$ cat config.mk
export PLATFORM = sky130hd
export DESIGN_NAME = mult_result_acc
export DESIGN_NICKNAME = d
export VERILOG_FILES = /design/src/rtl/mult_result_acc.sv
export SDC_FILE = /design/constraint.sdc
export NUM_CORES = 1
export LEC_CHECK = 0
export ABC_AREA = 1
export BUFFER_PORTS_ARGS = -buffer_cell sky130_fd_sc_hd__buf_2
export CAP_MARGIN = 20
export CORE_MARGIN = 2
export CORE_UTILIZATION = 45
export DETAILED_ROUTE_END_ITERATION = 10
export HOLD_SLACK_MARGIN = 0.1
export PLACE_DENSITY = 0.65
export SLEW_MARGIN = 10
export SYNTH_ARGS = -nofsm -noshare
export SYNTH_HDL_FRONTEND = slang
export SYNTH_SLANG_ARGS = --single-unit
$ cat constraint.sdc
create_clock -name clk -period 2 [get_ports clk]
set_clock_uncertainty 0.2 [all_clocks]
set_input_delay 0.4 -clock clk [delete_from_list [all_inputs] [get_ports clk]]
set_output_delay 0.4 -clock clk [all_outputs]
set_load 0.01 [all_outputs]
$ cat src/rtl/mult_result_acc.sv
// mult_result_acc: batches products from the shift-add multiplier into a
// saturating sum and presents each batch on a one-deep registered output slot.
module mult_result_acc #(
    parameter int unsigned WIDTH     = 3,
    parameter int unsigned ACC_WIDTH = 8,
    parameter int unsigned NPROD     = 4,
    localparam int unsigned CW       = $clog2(NPROD) + 1
) (
    input  logic                   clk,
    input  logic                   reset,
    input  logic                   prod_valid,
    input  logic [2*WIDTH-1:0]     prod,
    output logic                   prod_ready,
    input  logic                   flush,
    output logic                   sum_valid,
    input  logic                   sum_ready,
    output logic [ACC_WIDTH-1:0]   sum,
    output logic [CW-1:0]          sum_cnt,
    output logic                   sum_sat
);

    localparam int unsigned AW1 = ACC_WIDTH + 1;

    typedef enum logic {
        ACCUM = 1'b0,
        STALL = 1'b1
    } state_t;

    state_t                 state, state_nxt;
    logic [ACC_WIDTH-1:0]   acc, acc_nxt;
    logic [CW-1:0]          cnt, cnt_nxt;
    logic                   acc_sat, acc_sat_nxt;
    logic                   flush_pend, flush_pend_nxt;
    logic [ACC_WIDTH-1:0]   sum_nxt;
    logic [CW-1:0]          sum_cnt_nxt;
    logic                   sum_sat_nxt;
    logic                   sum_valid_nxt;

    logic                   slot_free;
    logic                   accept;
    logic [AW1-1:0]         add_full;
    logic                   add_sat;
    logic [CW-1:0]          cnt_inc;
    logic [ACC_WIDTH-1:0]   acc_upd;
    logic [CW-1:0]          cnt_upd;
    logic                   sat_upd;
    logic                   batch_full;
    logic                   flush_req;
    logic                   has_prod;
    logic                   load;

    // Slot can take a new batch when empty or being drained this cycle.
    assign slot_free = !sum_valid || sum_ready;

    // Hold off the batch-completing product while the slot is blocked, and all
    // products while a partial batch waits to be flushed.
    assign prod_ready = (state == ACCUM) &&
                        !((cnt == CW'(NPROD - 1)) && !slot_free);

    assign accept = prod_valid && prod_ready;

    // Next-state, accumulation and output-slot logic.
    always_comb begin
        state_nxt      = state;
        acc_nxt        = acc;
        cnt_nxt        = cnt;
        acc_sat_nxt    = acc_sat;
        flush_pend_nxt = flush_pend;
        sum_nxt        = sum;
        sum_cnt_nxt    = sum_cnt;
        sum_sat_nxt    = sum_sat;
        sum_valid_nxt  = sum_valid;

        add_full = {1'b0, acc} + AW1'(prod);
        add_sat  = add_full[ACC_WIDTH] || acc_sat;
        cnt_inc  = cnt + CW'(1);

        // Accumulator contents after this cycle's accept, before any close.
        acc_upd = acc;
        cnt_upd = cnt;
        sat_upd = acc_sat;
        if (accept) begin
            acc_upd = add_sat ? {ACC_WIDTH{1'b1}} : add_full[ACC_WIDTH-1:0];
            cnt_upd = cnt_inc;
            sat_upd = add_sat;
        end

        batch_full = accept && (cnt_inc == CW'(NPROD));
        flush_req  = flush || flush_pend;
        has_prod   = (cnt_upd != '0);
        load       = slot_free && (batch_full || (flush_req && has_prod));

        // Drain first; a same-edge load overrides it below.
        if (sum_valid && sum_ready) begin
            sum_valid_nxt = 1'b0;
        end

        if (load) begin
            sum_nxt        = acc_upd;
            sum_cnt_nxt    = cnt_upd;
            sum_sat_nxt    = sat_upd;
            sum_valid_nxt  = 1'b1;
            acc_nxt        = '0;
            cnt_nxt        = '0;
            acc_sat_nxt    = 1'b0;
            flush_pend_nxt = 1'b0;
        end else begin
            acc_nxt     = acc_upd;
            cnt_nxt     = cnt_upd;
            acc_sat_nxt = sat_upd;
            // Partial batch must wait for the slot to free up.
            if (flush_req && has_prod) begin
                flush_pend_nxt = 1'b1;
            end
        end

        state_nxt = flush_pend_nxt ? STALL : ACCUM;
    end

    // State and datapath registers.
    always_ff @(posedge clk or posedge reset) begin
        if (reset) begin
            state      <= ACCUM;
            acc        <= '0;
            cnt        <= '0;
            acc_sat    <= 1'b0;
            flush_pend <= 1'b0;
            sum        <= '0;
            sum_cnt    <= '0;
            sum_sat    <= 1'b0;
            sum_valid  <= 1'b0;
        end else begin
            state      <= state_nxt;
            acc        <= acc_nxt;
            cnt        <= cnt_nxt;
            acc_sat    <= acc_sat_nxt;
            flush_pend <= flush_pend_nxt;
            sum        <= sum_nxt;
            sum_cnt    <= sum_cnt_nxt;
            sum_sat    <= sum_sat_nxt;
            sum_valid  <= sum_valid_nxt;
        end
    end

endmodule

==> results of run 1 <==
## timing repair
| item | CTS | global route |
|---|---|---|
| buffers inserted | 2 | 3 |
| hold buffers | 1 | 0 |
| setup endpoints to repair | 26 | 27 |
| gates cloned | 0 | 2 |
| gates resized for setup | 20 | 44 |
| hold endpoints to repair | 26 | 0 |
| pin swaps | 10 | 22 |
## cells in the final DEF (no fill, tap or decap), types with 5 or more instances in the layout
master     n
a21boi_2   5
buf_2     24
buf_4     23
dfrtp_1   26
ha_1       6
inv_1     24
nand2_1   62
nand2_2   11
nand3_2   14
nand3_4    6
## metal layers
metal	vias up	wire (um)	track usage (%)
met4	0	53	5.71
met5	-	0	0
met3	6	92	1.79
met1	694	1780	26.4
li1	758	-	-
met2	22	2100	34.7
## flip-flops by register name, summed over array words and instances (netlist names)
register,flops
acc,8
acc_sat,1
cnt,3
flush_pend,1
sum,8
sum_cnt,3
sum_sat,1
sum_valid,1
## where the power goes
group	switching [uW]	internal, uW
combinational	1160	983
clock	164	203
sequential	126	709
total	1450	1890
## tightest hold or removal path: cells and delay by family
kind,cells,cell delay [ns]
AOI/OAI and AO/OA,2,0.15
buffers and inverters,1,0.08
## cell type report
| type | count | area, um^2 | share of cell area [%] |
|---|---|---|---|
| clock buffers | 3 | 22.5 | 0.968 |
| clock inverters | 1 | 30.0 | 1.29 |
| inverters | 27 | 101 | 4.36 |
| multi-input cells | 148 | 1080 | 46.4 |
| flip-flops and latches | 26 | 651 | 28.0 |
| well taps | 46 | 57.6 | 2.47 |
| repair buffers | 53 | 385 | 16.6 |
## worst max path at each step
| stage | from | endpoint | slack (ns) | depth (start not counted) |
|---|---|---|---|---|
| after floorplan | prod[0] | acc[1]$_DFF_PP0_ | 0.02 | 9 |
| after global placement | prod[0] | acc[5]$_DFF_PP0_ | -0.24 | 10 |
| after detailed placement | prod[0] | acc[5]$_DFF_PP0_ | -0.26 | 10 |
| after CTS | cnt[1]$_DFF_PP0_ | prod_ready | -0.10 | 7 |
| after global routing | acc[0]$_DFF_PP0_ | acc[2]$_DFF_PP0_ | -0.20 | 9 |
| final | cnt[0]$_DFF_PP0_ | prod_ready | -0.09 | 7 |
## cells by family after synthesis
kind of cell               Yosys count  synth area share [%]
DFF                                 26                  41.0
buffers and inverters               33                  8.52
AOI/OAI and AO/OA                   19                  7.10
and+or+nand+nor                    117                  34.5
xor gates and xnor gates             1                 0.552
adders and majority gates           10                  8.36
## stage by stage
stage	setup TNS (ns)	hold slack [ns]
final	-1.12	0.146
after global routing	-3.83	0.142
after CTS	-0.371	0.148
after detailed placement	-4.00	0.254
after global placement	-3.12	0.251
after floorplan	0	0.240
==> results.toml, run 1 <==
[run_status]
status = "complete, but fails checks"
violations = "negative setup slack"

[placement]
place_congestion = 0.824
io_buffers = 24
hpwl_um = 2590
place_area_um2 = 1920
dp_slack_ns = -0.258
post-place-cells = 292

[worst_setup_path]
path_class = "reg -> out"
rrSetupSlack_ns = -0.08
cp_common_cell = "ha_4"
end_kind = "output port"
crit_buf_inv = 3
path_cells = "ha_4, ha_4, nand3_4, buf_6, nand2_2, inv_1, buf_2"
reg2regPathDepth = 12
crit_family = "flip-flops"
crit_path_max_fanout = 4
slowest_stage = "dfrtp_1"
reg2reg_from = "cnt[0]$_DFF_PP0_"
required_ns = 1.40
critPathMaxStageDelay_ns = 0.43
critPathArrivalTime_ns = 1.49
cp-start-kind = "flip-flop"
r2r_end = "sum[1]$_DFFE_PP0P_"

[clock_network]
cts_tree = "built"
path_clk_slew_ns = 0.14
clockBufferDepth = 2
clk_latency_ns = 0.33
root_buffer = "clkbuf_4"
cts_buffers = 3
clock-sinks = 26
cts.htree.levels = 1

[hold_path]
hold_path_depth = 3
hp-start = "flush"
holdPathEnd = "flush_pend$_DFF_PP0_"
hold_path_class = "in -> reg"

[floorplanning]
start_util_pct = 47.2
core.rowCount = 21
die_h_um = 63.4
die-area_um2 = 4020
die_w_um = 63.4
core_area_um2 = 3360
io_pins = 25

[layout]
antennaDiodeCount = 0
final_net_count = 280
drive_gt1_share_pct = 45.3
stdcell_count = 304
syn2layout_area_growth_pct = 46.6
fill_cells = 283
final_area_um2 = 2330
fin_util_pct = 69.2

[drt]
wl_per_cell_um = 13.2
drt_iter0_markers = 69
ant_nets = 0
via_per_inst = 4.87
first_pass_iters = 4
drc = 0
vias = 1480
routed_wl_um = 4030

[global_route]
grt_pass1_vias = 1485
grt_usage_pct = 19.9
antenna_found_initial = 0
grt_max_degree = 27
grt-ovfl-total = 0
grt_pass1_wl_um = 6390

[synth]
yosys-top-cells-count = "nand2_1, dfrtp_1, inv_1, nand3_1, ha_1"
postSynthAreaPerCell_um2 = 7.70
synth-edff-count = 0
synth_top_area_share_pct = 41.0
synth_most_common_cell = "nand2_1"
synth_area_um2 = 1590
ys_ff_latch = 26
yosysWarnings = 0
synth.distinct_cells = 24
synth_area_leaders = "dfrtp_1, nand2_1, ha_1"
synth_top_area_cell = "dfrtp_1"
synthArstFlopShare_pct = 100
netlist_instances = 206
syn-num-nets = 227
synthFlopType = "dfrtp_1"
ys_seq_area_share_pct = 41.0

[power_and_ir_drop]
p_leak_uw = 0.00127
ir_drop_v = 0.000929
p_per_area_nw_per_um2 = 1440
power_uw = 3340

[timing]
finalCriticalPeriod_ns = 2.09
rsz0062_at_grt = "true"
slew_viol_final = 0
tightest_slew_ns = 0.623
min_period_over_period_pct = 104
hold_violations = 0
setup_viol = 26
final.setup.worst_slack_ns = -0.0869
fmax_ghz = 0.479
slew_headroom_pct = 58.4

[job]
cap_violations = 0
(Power assumes the default switching activity.)
==> run 2: changes to the inputs <==
- MAX_ROUTING_LAYER: unset -> met4
- PLACE_DENSITY: 0.65 -> 0.63
- clock period: 2 -> 1.95 ns (I/O delays scaled with it)
==> run 2 against run 1 <==
The flow still finishes with violations (negative setup slack). Final area shrank 3.2%. Via count is 5.9% lower. Wire length shrank 9.8%. Worst setup slack improved by 0.045 ns. Sequential power is 3.8% higher. First-iteration DRC count increased by 42%. Non-clock buffer count shrank 3. Total power is 4.1% lower. Sequential share of layout area increased by 0.93 points. Combinational power fell by 3%. Largest power group unchanged. Hold slack improved by 0.0088 ns.
==> results.toml, run 2 (same netlist as run 1, synthesis figures left out) <==
[worst_setup_path]
path_cells = "ha_4, ha_4, nand3_4, nand3_4, nand2_2, nand2_2, nand3_4, nand2_4, nand2_8, nand2_8, and2_1"
required_ns = 1.97
crit_path_max_fanout = 9
end_kind = "flip-flop"
cp-start-kind = "flip-flop"
path_class = "reg -> reg"
critPathMaxStageDelay_ns = 0.44
cp_common_cell = "nand3_4"
rrSetupSlack_ns = -0.04
critPathArrivalTime_ns = 2.01
slowest_stage = "dfrtp_1"

[drt]
drt_iter0_markers = 98
via_per_inst = 4.63
vias = 1393
wl_per_cell_um = 12.1
drc = 0
first_pass_iters = 4
ant_nets = 0
routed_wl_um = 3630

[timing]
final.setup.worst_slack_ns = -0.0422
rsz0062_at_grt = "true"
min_period_over_period_pct = 102
setup_viol = 23
fmax_ghz = 0.502
whs_ns = 0.155
finalCriticalPeriod_ns = 1.99
slew_headroom_pct = 63.2
setup_tns_ns = -0.520
hold_violations = 0
tightest_slew_ns = 0.551
slew_viol_final = 0

[clock_network]
root_buffer = "clkbuf_4"
clockBufferDepth = 2
clock-sinks = 26
clk_latency_ns = 0.31
cts_tree = "built"
cts_buffers = 3
cts.htree.levels = 1
path_clk_slew_ns = 0.13

[placement]
io_buffers = 24
dp_slack_ns = -0.215
place_congestion = 0.830
hpwl_um = 2490
place_area_um2 = 1920

[power_and_ir_drop]
ir_drop_v = 0.000870
p_leak_uw = 0.00125
p_per_area_nw_per_um2 = 1420

[floorplanning]
die-area_um2 = 4020
core_area_um2 = 3360
start_util_pct = 47.2
die_h_um = 63.4
core.rowCount = 21
die_w_um = 63.4
io_pins = 25

[job]
cap_violations = 0

[run_status]
status = "complete, but fails checks"
violations = "negative setup slack"

[layout]
antennaDiodeCount = 0
fill_cells = 306
fin_util_pct = 66.9
syn2layout_area_growth_pct = 41.9
top_regs = "acc (8), sum (8)"
drive_gt1_share_pct = 41.6
final_net_count = 277
final_common_cell = "nand2_1"
layout_common_cells = "nand2_1, dfrtp_1, inv_1, buf_2, buf_4"
final_area_um2 = 2250
area.sequential_um2 = 651
multi_input_area_um2 = 1050

[hold_path]
hold_path_class = "in -> reg"

[global_route]
antenna_found_initial = 0
grt-ovfl-total = 0
grt_usage_pct = 18.4
grt_pass1_wl_um = 5870
grt_pass1_vias = 1302
grt_max_degree = 27
==> run 2: changes by cell type in the layout (fill, tap and decap cells not counted), moves of 2 or more <==
cell	delta
nand3_2	-4
o21ai_2	-2
nand3_1	+5
a21boi_1	+2
nand2_4	+2
o21ai_1	+2
a21boi_2	-2
buf_4	-2
==> run 2: layout make-up <==
type                       instances  area share [%]
inverter                          27            4.50
tap                               46            2.56
multi-input combinational        148            46.6
clock buffer                       4            1.61
sequential                        26            28.9
timing repair buffer              50            15.8
==> run 2: path summary, 6_finish.rpt <==
path                                    startpoint              endpoint  cells after the start
min in group asynchronous                    reset    sum[5]$_DFFE_PP0P_                      4
worst min register to register  sum[2]$_DFFE_PP0P_    sum[2]$_DFFE_PP0P_                      2
max in group asynchronous                    reset      acc[0]$_DFF_PP0_                      4
worst min-delay path                         flush  flush_pend$_DFF_PP0_                      3
worst max-delay path              cnt[0]$_DFF_PP0_      acc[3]$_DFF_PP0_                     11
worst max register to register    cnt[0]$_DFF_PP0_      acc[3]$_DFF_PP0_                     11
==> run 2: timing repair <==
item / 4_1_cts / 5_1_grt
endpoints found under the hold margin: 26 / 0
hold buffers: 1 / 0
setup endpoints to repair: 27 / 27
pin swaps: 16 / 10
gates cloned: 0 / 2
buffers inserted: 2 / 2
gates resized for setup: 10 / 41
==> run 2: stage by stage <==
| step | power [uW] | instances |
|---|---|---|
| 3_3_place_gp | 2410 | 290 |
| 2_1_floorplan | 1860 | 206 |
| 6_report | 3200 | 301 |
| 4_1_cts | 2780 | 297 |
| 5_1_grt | 3480 | 301 |
| 3_5_place_dp | 2420 | 290 |
==> run 2: metal layers <==
| metal | vias to the layer above | track usage [%] | routed length (um) |
|---|---|---|---|
| met5 | - | - | 0 |
| met4 | 0 | 4.89 | 17 |
| met3 | 2 | 1.07 | 72 |
| met2 | 18 | 26.4 | 1600 |
| met1 | 622 | 28.3 | 1940 |
| li1 | 751 | - | - |
==> run 2: where the power goes <==
group / total (uW) / switching, uW / internal, uW
registers: 867 / 139 / 727
clock network: 264 / 150 / 114
logic: 2070 / 1120 / 952
==> run 2: worst max-delay path, delay by kind of cell (launching register included) <==
family                     cells  cell delay, ns
adders and majority gates      2            0.35
and+or+nand+nor                9            0.92
DFF                            1            0.44
==> run 3: changes to the inputs <==
- ABC_AREA: 1 -> 0
==> run 3 against run 2 <==
The run still ends with negative setup slack left. Non-clock buffer count rose by 7. Clock power rose by 48%. Sequential share of layout area fell by 0.22 points. Clock-buffer cell count fell by 1. Wire length rose by 7.6%. Core utilization rose by 7.4 points. Sequential cell count did not move. Register-to-register slack got worse by 0.18 ns. Critical path depth fell by 3. Area after synthesis fell by 9.7%. Sequential power rose by 9.1%. Critical path type unchanged.
==> results.toml, run 3 <==
[run_status]
status = "complete, but fails checks"
violations = "negative setup slack"

[timing]
rsz0062_at_grt = "true"
slew_headroom_pct = 65.9
finalCriticalPeriod_ns = 2.17
fmax_ghz = 0.461
slew_viol_final = 0
setup_viol = 27
final.setup.worst_slack_ns = -0.221
setup_tns_ns = -3.89
tightest_slew_ns = 0.508
hold_violations = 0
min_period_over_period_pct = 111

[global_route]
grt_pass1_wl_um = 6510
antenna_found_initial = 0
grt_util_met3_pct = 2.35
grt-ovfl-total = 0
grtUsageMet1_pct = 33.4
grt_usage_pct = 24.6
grt_pass1_vias = 1337
gr-usage-met2_pct = 40.1
top_usage_layer = "met2"
grt_max_degree = 27

[placement]
hpwl_um = 2510
place_congestion = 0.889
post-place-cells = 236
io_buffers = 24

[synth]
yosysWarnings = 0
synth_top_area_cell = "dfrtp_1"
syn-num-nets = 169
synth-edff-count = 0
synth_area_leaders = "dfrtp_1, ha_1, nor2_1"
ys_seq_area_share_pct = 45.4
synth_top_area_share_pct = 45.4
postSynthAreaPerCell_um2 = 9.68
synthFlopType = "dfrtp_1"
ys_ff_latch = 26
synth_most_common_cell = "dfrtp_1"
synth_area_um2 = 1430
netlist_instances = 148
synth.distinct_cells = 39
yosys-top-cells-count = "dfrtp_1, nor2_1, nand2_1, ha_1"
synthArstFlopShare_pct = 100

[floorplanning]
die_h_um = 60.4
io_pins = 25
die-area_um2 = 3650
core.rowCount = 20
start_util_pct = 46.9
die_w_um = 60.4
core_area_um2 = 3050

[drt]
wl_per_cell_um = 15.8
drt_iter0_markers = 33
vias = 1364
routed_wl_um = 3910
ant_nets = 0
first_pass_iters = 4
drc = 0
via_per_inst = 5.50

[clock_network]
root_buffer = "clkbuf_4"
cts.htree.levels = 1
clockBufferDepth = 2
clk_latency_ns = 0.34
path_clk_slew_ns = 0.17
cts_tree = "built"
clock-sinks = 26
cts_buffers = 3

[layout]
layout_common_cells = "dfrtp_1, buf_4, buf_2, nor2_1, nor2_4"
stdcell_count = 248
syn2layout_area_growth_pct = 58.3
top_regs = "acc (8), sum (8)"
final_net_count = 226
antennaDiodeCount = 0
drive_gt1_share_pct = 54.9

[worst_setup_path]
critPathArrivalTime_ns = 2.19
path_class = "reg -> reg"
r2r_end = "sum[3]$_DFFE_PP0P_"
cp-start-kind = "flip-flop"
reg2regPathDepth = 8
reg2reg_from = "cnt[0]$_DFF_PP0_"
end_kind = "flip-flop"
required_ns = 1.97
crit_path_max_fanout = 4
rrSetupSlack_ns = -0.22

[power_and_ir_drop]
p_per_area_nw_per_um2 = 1680
ir_drop_v = 0.000913
p_leak_uw = 0.00103

[hold_path]
hold_path_class = "reg -> reg"
holdPathEnd = "sum[5]$_DFFE_PP0P_"
hp-start = "sum[5]$_DFFE_PP0P_"
hold_path_depth = 2

[job]
cap_violations = 0
==> run 3: layout make-up <==
cell class	instances	area (um^2)
fill	222	785
multi-input combinational	112	1070
inverter	5	18.8
sequential	26	651
timing repair buffer	57	418
clock inverter	1	30.0
clock buffer	3	22.5
tap	44	55.1
==> run 3: power breakdown <==
| part | switching [uW] | total, uW | internal (uW) | leakage (uW) |
|---|---|---|---|---|
| Sequential | 185 | 946 | 761 | 0.000330 |
| Combinational | 1260 | 2480 | 1220 | 0.000677 |
| Clock | 183 | 391 | 208 | 0.0000279 |
==> run 3: worst max-delay path, cell delays in order (launching register included) <==
cell	delay, ns
dfrtp_1	0.44
ha_4	0.19
ha_4	0.15
nand3b_1	0.20
nand2_2	0.09
or3_4	0.37
buf_4	0.19
nor2_4	0.13
o31ai_4	0.08
==> run 3: logic make-up after synthesis <==
family / after synthesis / synth area share, %
buf+inv: 10 / 2.62
flops: 26 / 45.4
xor+xnor: 3 / 1.83
fa+ha+maj: 10 / 9.26
compound gates: 41 / 19.2
simple gates: 54 / 18.7
mux: 4 / 2.97
==> run 3: worst max-delay path by stage <==
stage                              end        startpoint  cells after the start  slack, ns
global placement    sum[2]$_DFFE_PP0P_           prod[5]                      7      -0.33
finish              sum[3]$_DFFE_PP0P_  cnt[0]$_DFF_PP0_                      8      -0.22
global route        sum[3]$_DFFE_PP0P_  cnt[0]$_DFF_PP0_                      7      -0.28
CTS                 sum[2]$_DFFE_PP0P_  acc[0]$_DFF_PP0_                      7      -0.21
detailed placement  sum[2]$_DFFE_PP0P_           prod[5]                      7      -0.35
floorplan           sum[2]$_DFFE_PP0P_  acc[0]$_DFF_PP0_                      7      -0.23
==> run 3: what timing repair did <==
item | CTS | global route
pin swaps | 26 | 3
setup endpoints to repair | 27 | 27
hold endpoints to repair | 26 | 0
resized for setup | 38 | 20
buffers inserted | 5 | 2
hold buffers | 1 | 0
gates cloned | 1 | 0
==> run 3: routing by layer <==
| layer | vias up | part of all wire, % |
|---|---|---|
| met5 | - | 0 |
| met4 | 0 | 1.2 |
| met3 | 6 | 2.3 |
| met2 | 28 | 51 |
| met1 | 681 | 45 |
| li1 | 649 | - |
==> run 3: metrics by stage <==
stage	hold WS, ns	setup WS (ns)	cell area (um^2)	utilization [%]	power (uW)
after detailed placement	0.261	-0.348	1870	61.2	2670
after global placement	0.257	-0.332	1870	61.2	2630
final	0.292	-0.221	2270	74.3	3820
after CTS	0.301	-0.209	2150	70.5	3550
after global routing	0.290	-0.281	2270	74.3	4080
after floorplan	0.230	-0.228	1540	-	2080
